[config.mk]
export PLATFORM = sky130hd
export DESIGN_NAME = seq_divider_ctrl
export DESIGN_NICKNAME = d
export VERILOG_FILES = /design/src/rtl/div_pkg.sv /design/src/rtl/sub_w.sv /design/src/rtl/seq_divider_ctrl.sv
export SDC_FILE = /design/constraint.sdc
export NUM_CORES = 1
export LEC_CHECK = 0
export CORE_MARGIN = 8
export CORE_UTILIZATION = 35
export DETAILED_ROUTE_END_ITERATION = 10
export SETUP_SLACK_MARGIN = 0.1
export SYNTH_ARGS = -nofsm -noshare
export SYNTH_HDL_FRONTEND = slang
export SYNTH_SLANG_ARGS = --single-unit
export TNS_END_PERCENT = 1
[constraint.sdc]
create_clock -name clk -period 6 [get_ports clk]
set_clock_uncertainty 0.15 [all_clocks]
set_input_delay 1.8 -clock clk [delete_from_list [all_inputs] [get_ports clk]]
set_output_delay 1.8 -clock clk [all_outputs]
set_load 0.005 [all_outputs]
[src/rtl/div_pkg.sv]
// Shared types and constants for the sequential restoring divider.
package div_pkg;

    localparam int DIV_WIDTH_DEF = 8;

    typedef enum logic [1:0] {
        IDLE = 2'd0,
        RUN  = 2'd1,
        FIN  = 2'd2
    } div_state_e;

endpackage

[src/rtl/sub_w.sv]
// WIDTH-bit subtractor (a - b) with borrow-out; the only subtractor in the divider.
module sub_w
    import div_pkg::*;
#(
    parameter int WIDTH = DIV_WIDTH_DEF
) (
    input  logic [WIDTH-1:0] a,
    input  logic [WIDTH-1:0] b,
    output logic [WIDTH-1:0] diff,
    output logic             borrow_out
);

    assign {borrow_out, diff} = {1'b0, a} - {1'b0, b};

endmodule

[src/rtl/seq_divider_ctrl.sv]
// Sequential unsigned restoring divider, one quotient bit per cycle, MSB first.
// Optional macro DIV_ZERO_DET_EN: flag divisor=0 at start and skip the iterations.
//
// state | meaning
// IDLE  | waiting for start; results from the last operation held
// RUN   | WIDTH iterations, one quotient bit per cycle
// FIN   | results valid, done pulses for one cycle
module seq_divider_ctrl
    import div_pkg::*;
#(
    parameter int WIDTH = DIV_WIDTH_DEF
) (
    input  logic             clk,
    input  logic             rst,
    input  logic             start,
    input  logic [WIDTH-1:0] dividend,
    input  logic [WIDTH-1:0] divisor,
    output logic             busy,
    output logic             done,
    output logic [WIDTH-1:0] quotient,
    output logic [WIDTH-1:0] remainder,
    output logic             div_err
);

    localparam int CW = (WIDTH > 1) ? $clog2(WIDTH) : 1;
    localparam logic [CW-1:0] CNT_INIT = CW'(WIDTH - 1);

    div_state_e       state_q, state_d;
    logic [CW-1:0]    cnt_q, cnt_d;
    logic [WIDTH-1:0] dvd_q, dvd_d;
    logic [WIDTH-1:0] dvs_q, dvs_d;
    logic [WIDTH-1:0] quo_q, quo_d;
    logic [WIDTH-1:0] rem_q, rem_d;
    logic [WIDTH:0]   partial;
    logic [WIDTH-1:0] diff;
    logic             borrow;
    logic             ge;
    logic             accept;
    logic             zero_skip;

    assign accept  = (state_q == IDLE) && start;
    assign partial = {rem_q, dvd_q[cnt_q]};
    // A set top bit means the shifted partial already exceeds any WIDTH-bit divisor.
    assign ge      = partial[WIDTH] | ~borrow;

    sub_w #(.WIDTH(WIDTH)) u_sub (
        .a          (partial[WIDTH-1:0]),
        .b          (dvs_q),
        .diff       (diff),
        .borrow_out (borrow)
    );

`ifdef DIV_ZERO_DET_EN
    logic err_q;

    assign zero_skip = accept && (divisor == '0);

    always_ff @(posedge clk or posedge rst) begin
        if (rst) begin
            err_q <= 1'b0;
        end else if (accept) begin
            err_q <= zero_skip;
        end
    end

    assign div_err = err_q;
`else
    assign zero_skip = 1'b0;
    assign div_err   = 1'b0;
`endif

    always_comb begin
        state_d = state_q;
        cnt_d   = cnt_q;
        dvd_d   = dvd_q;
        dvs_d   = dvs_q;
        quo_d   = quo_q;
        rem_d   = rem_q;
        case (state_q)
            IDLE: begin
                if (start) begin
                    dvd_d   = dividend;
                    dvs_d   = divisor;
                    quo_d   = '0;
                    rem_d   = '0;
                    cnt_d   = CNT_INIT;
                    state_d = RUN;
                    if (zero_skip) begin
                        rem_d   = dividend;
                        state_d = FIN;
                    end
                end
            end
            RUN: begin
                quo_d = {quo_q[WIDTH-2:0], ge};
                rem_d = ge ? diff : partial[WIDTH-1:0];
                cnt_d = cnt_q - CW'(1);
                if (cnt_q == '0) begin
                    state_d = FIN;
                end
            end
            FIN:     state_d = IDLE;
            default: state_d = IDLE;
        endcase
    end

    always_ff @(posedge clk or posedge rst) begin
        if (rst) begin
            state_q <= IDLE;
            cnt_q   <= '0;
            dvd_q   <= '0;
            dvs_q   <= '0;
            quo_q   <= '0;
            rem_q   <= '0;
        end else begin
            state_q <= state_d;
            cnt_q   <= cnt_d;
            dvd_q   <= dvd_d;
            dvs_q   <= dvs_d;
            quo_q   <= quo_d;
            rem_q   <= rem_d;
        end
    end

    assign busy      = (state_q == RUN);
    assign done      = (state_q == FIN);
    assign quotient  = quo_q;
    assign remainder = rem_q;

endmodule

==> flow_summary_export.csv, run 1 <==
group,metric,value,unit
worst_setup_path,crit_path_max_fanout,20,
finish,layout_common_cells,"45 x nand2_1, 37 x dfrtp_1, 36 x clkdlybuf4s50_1",
clock_network,cts_tree,"yes",
run_status,status,"complete, no violations",
detailed_routing,ant_nets,0,
min_path,worstHoldStart,"dvd_q[3]",
detailed_routing,drc_errors,0,
finish,n_antenna_cell,0,
worst_setup_path,cp.required,4.05,ns
power_and_ir_drop,p_leak,0.00108,uW
global_routing,busiest_layer,"met2",
worst_setup_path,r2r_start,"cnt_q[0]",
clock_network,cts_num_sinks,37,
clock_network,hold_buffers,0,
floorplanning,num_rows,27,
power_and_ir_drop,cellPowerDensity,608,nW/um^2
clock_network,clock_latency,0.29,ns
yosys,synthesis.nets,223,
timing,tightest_slew,1.15,ns
worst_setup_path,worstSetupEndpointType,"primary output",
floorplanning,pin_count,38,
detailed_routing,wl_per_cell,13.2,um
min_path,whs_endpoint,"dvd_q[3]",
clock_network,ctsResizeCount,0,
detailed_routing,drtPass1Iterations,4,
floorplanning,initial_core_util,0.355,
detailed_routing,viasPerCell,4.77,
worst_setup_path,critical_path_arrival,2.11,ns
min_path,min-delay-path-class,"reg2reg",
timing,min_period_over_period,0.676,
timing,fmaxAchievable,0.246,GHz
clock_network,htreeDepth,2,
worst_setup_path,reg2reg_to,"remainder[7]",
timing,report.final.slew_viol_count,0,
global_routing,grt_util_met2,0.163,
yosys,netlist_instances,193,
global_routing,grt_max_degree,38,
timing,holdWs,0.328,ns
clock_network,cts_buffers,5,
job,drv_cap,0,
global_routing,grt_pass1_vias,1472,
global_routing,antenna_found_initial,0,
timing,finalHoldViolations,0,
yosys,yosys_warnings,0,
placed_design,hpwl,2830,um
global_routing,grt_use_met1,0.125,
global_routing,grt_pass1_wl,6960,um
yosys,ys_types,38,
timing,slew_headroom,0.230,
placed_design,gp_congestion,0.781,
placed_design,portBuffers,36,
finish,drive_gt1_frac,0.0655,
global_routing,grt_overflow_total,0,
min_path,hold_depth,2,
timing,rsz0062_at_grt,"false",
clock_network,cts-root-buf,"clkbuf_8",
finish,final_common_cell,"nand2_1",
yosys,postSynthAreaPerCell,9.94,um^2
clock_network,cts_buffer_depth,2,
timing,fin_tns_setup,0,ns
global_routing,grt_util_met3,0.0349,
power_and_ir_drop,ir_worst_vdd,0.000208,V
global_routing,grt_usage,0.104,
timing,setup_violations,0,
timing,period_minus_slack,4.06,ns
yosys,ys_seq_area_frac,0.482,
finish,final_nets,258,
worst_setup_path,startpoint_type,"flop",
clock_network,path_clk_slew,0.07,ns
finish,syn_to_final_growth,26.5,%
placed_design,dp_cells,293,
finish,fill_cells,538,
yosys,synth-seq-cells,37,
detailed_routing,drt_iter0_drc,44,
floorplanning,fp.coreArea,5410,um^2
floorplanning,die_w,90.1,um
worst_setup_path,path_class,"reg2out",
floorplanning,die_area,8110,um^2
detailed_routing,vias,1435,
worst_setup_path,rrSetupSlack,3.13,ns
clock_network,cts_setup_buffers,0,
yosys,syn-cell-area,1920,um^2
finish,instances_no_fill,301,
worst_setup_path,reg2reg_depth,9,
floorplanning,die_h,90.1,um
detailed_routing,drt_wl_total,3980,um
## cell type report
type	instances	area, um^2	share of cell area
clock buffers	5	68.8	0.0283
clock inverters	3	22.5	0.00927
inverters	13	48.8	0.0201
multi-input cells	134	905	0.372
flip-flops and latches	37	926	0.381
well taps	72	90.1	0.0371
repair buffers	37	368	0.151
## cell usage after synthesis
cell,count,area [um^2]
a211oi_1,3,22.5
nor2b_1,2,12.5
and2_1,2,12.5
o21ai_1,3,15.0
a32oi_1,4,35.0
nand2_2,1,6.26
xor2_1,2,17.5
o211ai_1,3,22.5
o21bai_1,1,7.51
nor2_1,5,18.8
a22o_1,8,70.1
clkbuf_1,6,22.5
dfrtp_1,37,926
o21ai_0,11,55.1
fa_1,1,20.0
nand3b_1,1,7.51
mux4_2,2,45.0
o31ai_1,2,15.0
mux2i_1,3,30.0
mux2i_4,1,22.5
a2111oi_4,1,27.5
nand3_1,3,15.0
a31oi_1,1,6.26
inv_1,13,48.8
nand2b_1,3,18.8
a21oi_1,6,30.0
o2bb2ai_1,1,8.76
nand2_1,45,169
conb_1,1,3.75
buf_4,1,7.51
nor2_4,1,11.3
ha_1,10,125
xnor2_1,3,26.3
buf_2,1,5.00
a22oi_1,1,7.51
a21boi_0,1,7.51
and3_1,2,12.5
clkbuf_2,1,5.00
## worst max-delay path, stage by stage (launching register included)
cell and delay, ns:
dfrtp_1 0.40, nand2b_1 0.27, inv_1 0.52, clkdlybuf4s50_1 0.63
## logic make-up after synthesis
family | count (synthesis) | synth area share
xor gates and xnor gates | 5 | 0.0228
and+or+nand+nor | 65 | 0.148
other | 1 | 0.00195
DFF | 37 | 0.482
adders and majority gates | 11 | 0.0756
buffers and inverters | 22 | 0.0463
AOI/OAI and AO/OA | 46 | 0.172
muxes | 6 | 0.0508
## power by group
part | switching (uW) | internal, uW
logic | 422 | 416
registers | 88.5 | 373
clock network | 95.0 | 82.4
total | 606 | 871
## registers in the layout (all words and copies together), names as in the netlist
| signal | flops |
|---|---|
| remainder | 8 |
| cnt_q | 3 |
| state_q | 2 |
| dvs_q | 8 |
| dvd_q | 8 |
| quotient | 8 |
## stage by stage
step	utilization	cell area [um^2]	power, uW	setup slack [ns]
floorplan	-	1920	1070	3.08
global placement	0.432	2340	1310	2.29
detailed placement	0.432	2340	1320	2.25
CTS	0.449	2430	1500	1.92
global route	0.449	2430	1620	1.78
finish	0.449	2430	1480	1.94
## worst max-delay path by stage
stage / start / end / slack (ns) / depth (start not counted)
finish: state_q[1] / busy / 1.94 / 3
global route: state_q[1] / busy / 1.78 / 3
CTS: state_q[1] / busy / 1.92 / 3
detailed placement: state_q[1] / busy / 2.25 / 3
global placement: state_q[1] / busy / 2.29 / 3
floorplan: state_q[1] / busy / 3.08 / 4
## routing by layer
metal | vias up | routed length [um] | part of all wire
li1 | 731 | - | -
met2 | 33 | 1760 | 0.44
met5 | - | 0 | 0
met3 | 8 | 208 | 0.052
met1 | 663 | 1950 | 0.49
met4 | 0 | 67 | 0.017
No activity file was read; power rests on OpenSTA's default activity.
==> inputs of run 2 (changes only) <==
==> constraint.sdc (replaced) <==
create_clock -name clk -period 4.2 [get_ports clk]
set_clock_uncertainty 0.15 [all_clocks]
set_input_delay 1.26 -clock clk [delete_from_list [all_inputs] [get_ports clk]]
set_output_delay 1.26 -clock clk [all_outputs]
set_load 0.005 [all_outputs]
==> flow_summary_export.csv, run 2 (synthesis gave the netlist of run 1 again) <==
group,metric,value,unit
detailed_routing,viasPerCell,4.79,
finish,fill_cells,541,
finish,syn_to_final_growth,27.1,%
floorplanning,die_w,90.1,um
clock_network,clock_latency,0.30,ns
timing,rsz0062_at_grt,"false",
global_routing,grt_pass1_vias,1539,
worst_setup_path,reg2reg_depth,9,
clock_network,cts_num_sinks,37,
power_and_ir_drop,ir_worst_vdd,0.000248,V
clock_network,ctsResizeCount,0,
floorplanning,die_area,8110,um^2
power_and_ir_drop,p_leak,0.00108,uW
finish,drive_gt1_frac,0.0693,
clock_network,htreeDepth,2,
clock_network,hold_buffers,0,
worst_setup_path,path_class,"reg2out",
clock_network,cts_buffers,5,
global_routing,grt_usage,0.110,
min_path,hold_depth,2,
clock_network,cts_tree,"yes",
power_and_ir_drop,cellPowerDensity,872,nW/um^2
global_routing,antenna_found_initial,0,
timing,tightest_slew,0.756,ns
floorplanning,pin_count,38,
detailed_routing,vias,1450,
job,drv_cap,0,
finish,layout_common_cells,"45 x nand2_1, 37 x dfrtp_1, 36 x clkdlybuf4s50_1",
detailed_routing,drt_wl_total,4100,um
detailed_routing,ant_nets,0,
floorplanning,fp.coreArea,5410,um^2
clock_network,cts-root-buf,"clkbuf_8",
timing,fmaxAchievable,0.325,GHz
clock_network,path_clk_slew,0.08,ns
timing,setup_violations,0,
worst_setup_path,startpoint_type,"flop",
placed_design,portBuffers,36,
timing,finalHoldViolations,0,
placed_design,dp_cells,295,
global_routing,grt_overflow_total,0,
worst_setup_path,cp.required,2.79,ns
timing,fin_tns_setup,0,ns
floorplanning,initial_core_util,0.355,
timing,slew_headroom,0.496,
floorplanning,die_h,90.1,um
run_status,status,"complete, no violations",
timing,min_period_over_period,0.733,
worst_setup_path,crit_path_max_fanout,8,
worst_setup_path,critical_path_arrival,1.67,ns
clock_network,cts_setup_buffers,0,
worst_setup_path,worstSetupEndpointType,"primary output",
timing,report.final.slew_viol_count,0,
finish,instances_no_fill,303,
finish,n_antenna_cell,0,
global_routing,grt_pass1_wl,7340,um
placed_design,gp_congestion,0.801,
placed_design,hpwl,3020,um
detailed_routing,drt_iter0_drc,45,
detailed_routing,wl_per_cell,13.5,um
detailed_routing,drc_errors,0,
finish,final_nets,260,
floorplanning,num_rows,27,
global_routing,grt_max_degree,25,
clock_network,cts_buffer_depth,2,
timing,period_minus_slack,3.08,ns
finish,final_common_cell,"nand2_1",
detailed_routing,drtPass1Iterations,4,
min_path,min-delay-path-class,"reg2reg",
## run 2: area by class of cell
cell class	instances	area [um^2]	share of cell area
clock buffers	6	72.6	0.0297
repair buffers	39	383	0.157
well taps	72	90.1	0.0369
inverters	13	48.8	0.0200
multi-input cells	134	905	0.371
flip-flops and latches	37	926	0.379
clock inverters	2	15.0	0.00615
## run 2: stage by stage
step	hold WS, ns	area [um^2]	util	total power [uW]	setup WS (ns)
floorplan	0.290	1920	-	1530	1.52
global placement	0.308	2350	0.435	1880	1.33
detailed placement	0.311	2350	0.435	1900	1.31
CTS	0.331	2440	0.451	2160	1.09
global route	0.364	2440	0.451	2330	0.989
finish	0.323	2440	0.451	2130	1.12
## run 2: final timing paths
check	startpoint	end	slack (ns)
setup / recovery	state_q[1]	busy	1.12
hold / removal	dvd_q[2]	dvd_q[2]	0.32
setup reg to reg	cnt_q[0]	remainder[0]	1.31
hold reg to reg	dvd_q[2]	dvd_q[2]	0.32
max in group asynchronous	rst	remainder[1]	1.94
min in group asynchronous	rst	dvd_q[0]	1.23
## run 2: worst max-delay path, cell delays in order (launching register included)
cell,delay (ns)
dfrtp_1,0.41
nand2b_1,0.30
inv_1,0.14
clkdlybuf4s50_1,0.52
## run 2: routing by layer
metal	vias up	global-route usage	routed length (um)	part of all wire
li1	739	-	-	-
met1	677	0.134	1980	0.48
met2	29	0.171	1850	0.45
met5	-	0	0	0
met3	5	0.0399	201	0.049
met4	0	0.0458	63	0.015
## run 2: power by group
part           internal, uW  switching (uW)
registers               534             130
clock network           117             134
logic                   605             609
==> inputs of run 3 (changes only) <==
==> constraint.sdc (replaced) <==
create_clock -name clk -period 2.91 [get_ports clk]
set_clock_uncertainty 0.15 [all_clocks]
set_input_delay 0.873 -clock clk [delete_from_list [all_inputs] [get_ports clk]]
set_output_delay 0.873 -clock clk [all_outputs]
set_load 0.005 [all_outputs]
==> flow_summary_export.csv, run 3 (synthesis gave the netlist of run 1 again) <==
group,metric,value,unit
floorplanning,initial_core_util,0.355,
worst_setup_path,critPathSlowestCell,"dfrtp_2",
finish,layout_common_cells,"45 x nand2_1, 36 x dfrtp_1, 36 x clkdlybuf4s50_1",
detailed_routing,viasPerCell,4.91,
timing,fin_tns_setup,0,ns
finish,post-route-util,0.463,
clock_network,clock_latency,0.30,ns
global_routing,grt_overflow_total,0,
min_path,whs_endpoint,"dvd_q[3]",
global_routing,antenna_found_initial,0,
worst_setup_path,critical_path_arrival,2.76,ns
worst_setup_path,cp.required,2.94,ns
run_status,status,"complete, no violations",
placed_design,hpwl,3070,um
clock_network,cts_tree,"yes",
finish,final_nets,264,
worst_setup_path,reg2reg_depth,10,
job,drv_cap,0,
timing,fmaxAchievable,0.365,GHz
finish,n_antenna_cell,0,
floorplanning,die_area,8110,um^2
worst_setup_path,path_class,"reg2reg",
worst_setup_path,worstSetupEndpointType,"flop",
placed_design,portBuffers,36,
global_routing,grt_usage,0.113,
timing,rsz0062_at_grt,"true",
detailed_routing,drtPass1Iterations,4,
global_routing,grt_pass1_vias,1577,
detailed_routing,drc_errors,0,
min_path,worstHoldStart,"dvd_q[3]",
floorplanning,die_h,90.1,um
timing,finalHoldViolations,0,
global_routing,grt_max_degree,38,
detailed_routing,drt_wl_total,4350,um
placed_design,gp_congestion,0.799,
timing,report.final.slew_viol_count,0,
worst_setup_path,cp.buffers_inverters,1,
worst_setup_path,crit_path_max_fanout,5,
detailed_routing,drt_iter0_drc,98,
floorplanning,die_w,90.1,um
worst_setup_path,r2r_start,"cnt_q[0]",
worst_setup_path,rrSetupSlack,0.17,ns
worst_setup_path,reg2reg_to,"remainder[5]",
clock_network,cts_num_sinks,37,
power_and_ir_drop,cellPowerDensity,1280,nW/um^2
finish,syn_to_final_growth,30.3,%
worst_setup_path,startpoint_type,"flop",
detailed_routing,wl_per_cell,14.2,um
floorplanning,fp.coreArea,5410,um^2
clock_network,cts_buffers,5,
min_path,hold_depth,2,
clock_network,path_clk_slew,0.08,ns
floorplanning,num_rows,27,
finish,final_common_cell,"nand2_1",
clock_network,htreeDepth,2,
detailed_routing,vias,1506,
floorplanning,pin_count,38,
detailed_routing,ant_nets,0,
timing,setup_violations,0,
worst_setup_path,crit_family,"compound AO/OA/AOI/OAI gates",
finish,drive_gt1_frac,0.102,
timing,period_minus_slack,2.74,ns
timing,min_period_over_period,0.941,
min_path,min-delay-path-class,"reg2reg",
worst_setup_path,critPathMaxStageDelay,0.45,ns
power_and_ir_drop,p_leak,0.00112,uW
clock_network,cts_buffer_depth,2,
global_routing,grt_pass1_wl,7560,um
worst_setup_path,cp_cell_sequence,"mux4_2 > mux2i_4 > ha_1 > fa_2 > nand2b_4 > a2111oi_4 > buf_4 > nor2_4 > a32oi_1 > o21ai_0",
clock_network,cts-root-buf,"clkbuf_8",
power_and_ir_drop,ir_worst_vdd,0.000438,V
-- run 3: stage by stage --
step / std cells / cell area (um^2) / hold WS, ns / setup slack (ns) / total power, uW
detailed placement: 297 / 2380 / 0.320 / 0.103 / 2770
finish: 307 / 2500 / 0.329 / 0.172 / 3190
floorplan: 193 / 1920 / 0.290 / 0.230 / 2210
global route: 307 / 2500 / 0.356 / 0.0792 / 3490
global placement: 297 / 2380 / 0.315 / 0.157 / 2750
CTS: 305 / 2480 / 0.334 / 0.102 / 3200
-- run 3: per-layer routing --
| layer | share of wire | vias to the layer above | global-route usage |
|---|---|---|---|
| li1 | - | 750 | - |
| met1 | 0.44 | 716 | 0.132 |
| met2 | 0.49 | 35 | 0.183 |
| met3 | 0.060 | 5 | 0.0466 |
| met4 | 0.012 | 0 | 0.0402 |
| met5 | 0 | - | 0 |
-- run 3: worst max path at each step --
stage               startpoint            to  slack [ns]  cells after the start
detailed placement    cnt_q[0]  remainder[5]        0.10                      9
global placement      cnt_q[0]  remainder[0]        0.16                      9
global route          cnt_q[0]  remainder[0]        0.08                     10
CTS                   cnt_q[0]  remainder[5]        0.10                      9
finish                cnt_q[0]  remainder[5]        0.17                     10
floorplan             cnt_q[0]  remainder[0]        0.23                      9
-- run 3: area by class of cell --
class,instances,area [um^2]
fill,525,2900
timing repair buffer,42,418
tap,72,90.1
clock buffer,5,68.8
multi-input combinational,135,926
inverter,13,48.8
clock inverter,3,22.5
sequential,37,927
-- run 3: power by group --
| part | switching, uW | internal, uW | total, uW |
|---|---|---|---|
| sequential | 186 | 771 | 957 |
| combinational | 938 | 925 | 1860 |
| clock | 203 | 170 | 373 |
-- run 3: what timing repair did --
action | CTS | global route
cloned | 0 | 1
endpoints found under the setup margin | 5 | 8
resized for setup | 2 | 2
hold buffers | 0 | 0
pin swaps | 2 | 4
setup buffers | 0 | 1
-- run 3: worst min-delay path, stage by stage, from the launching register on --
cell and delay [ns]:
dfrtp_1 0.35, nand2_1 0.05, nand2_1 0.05
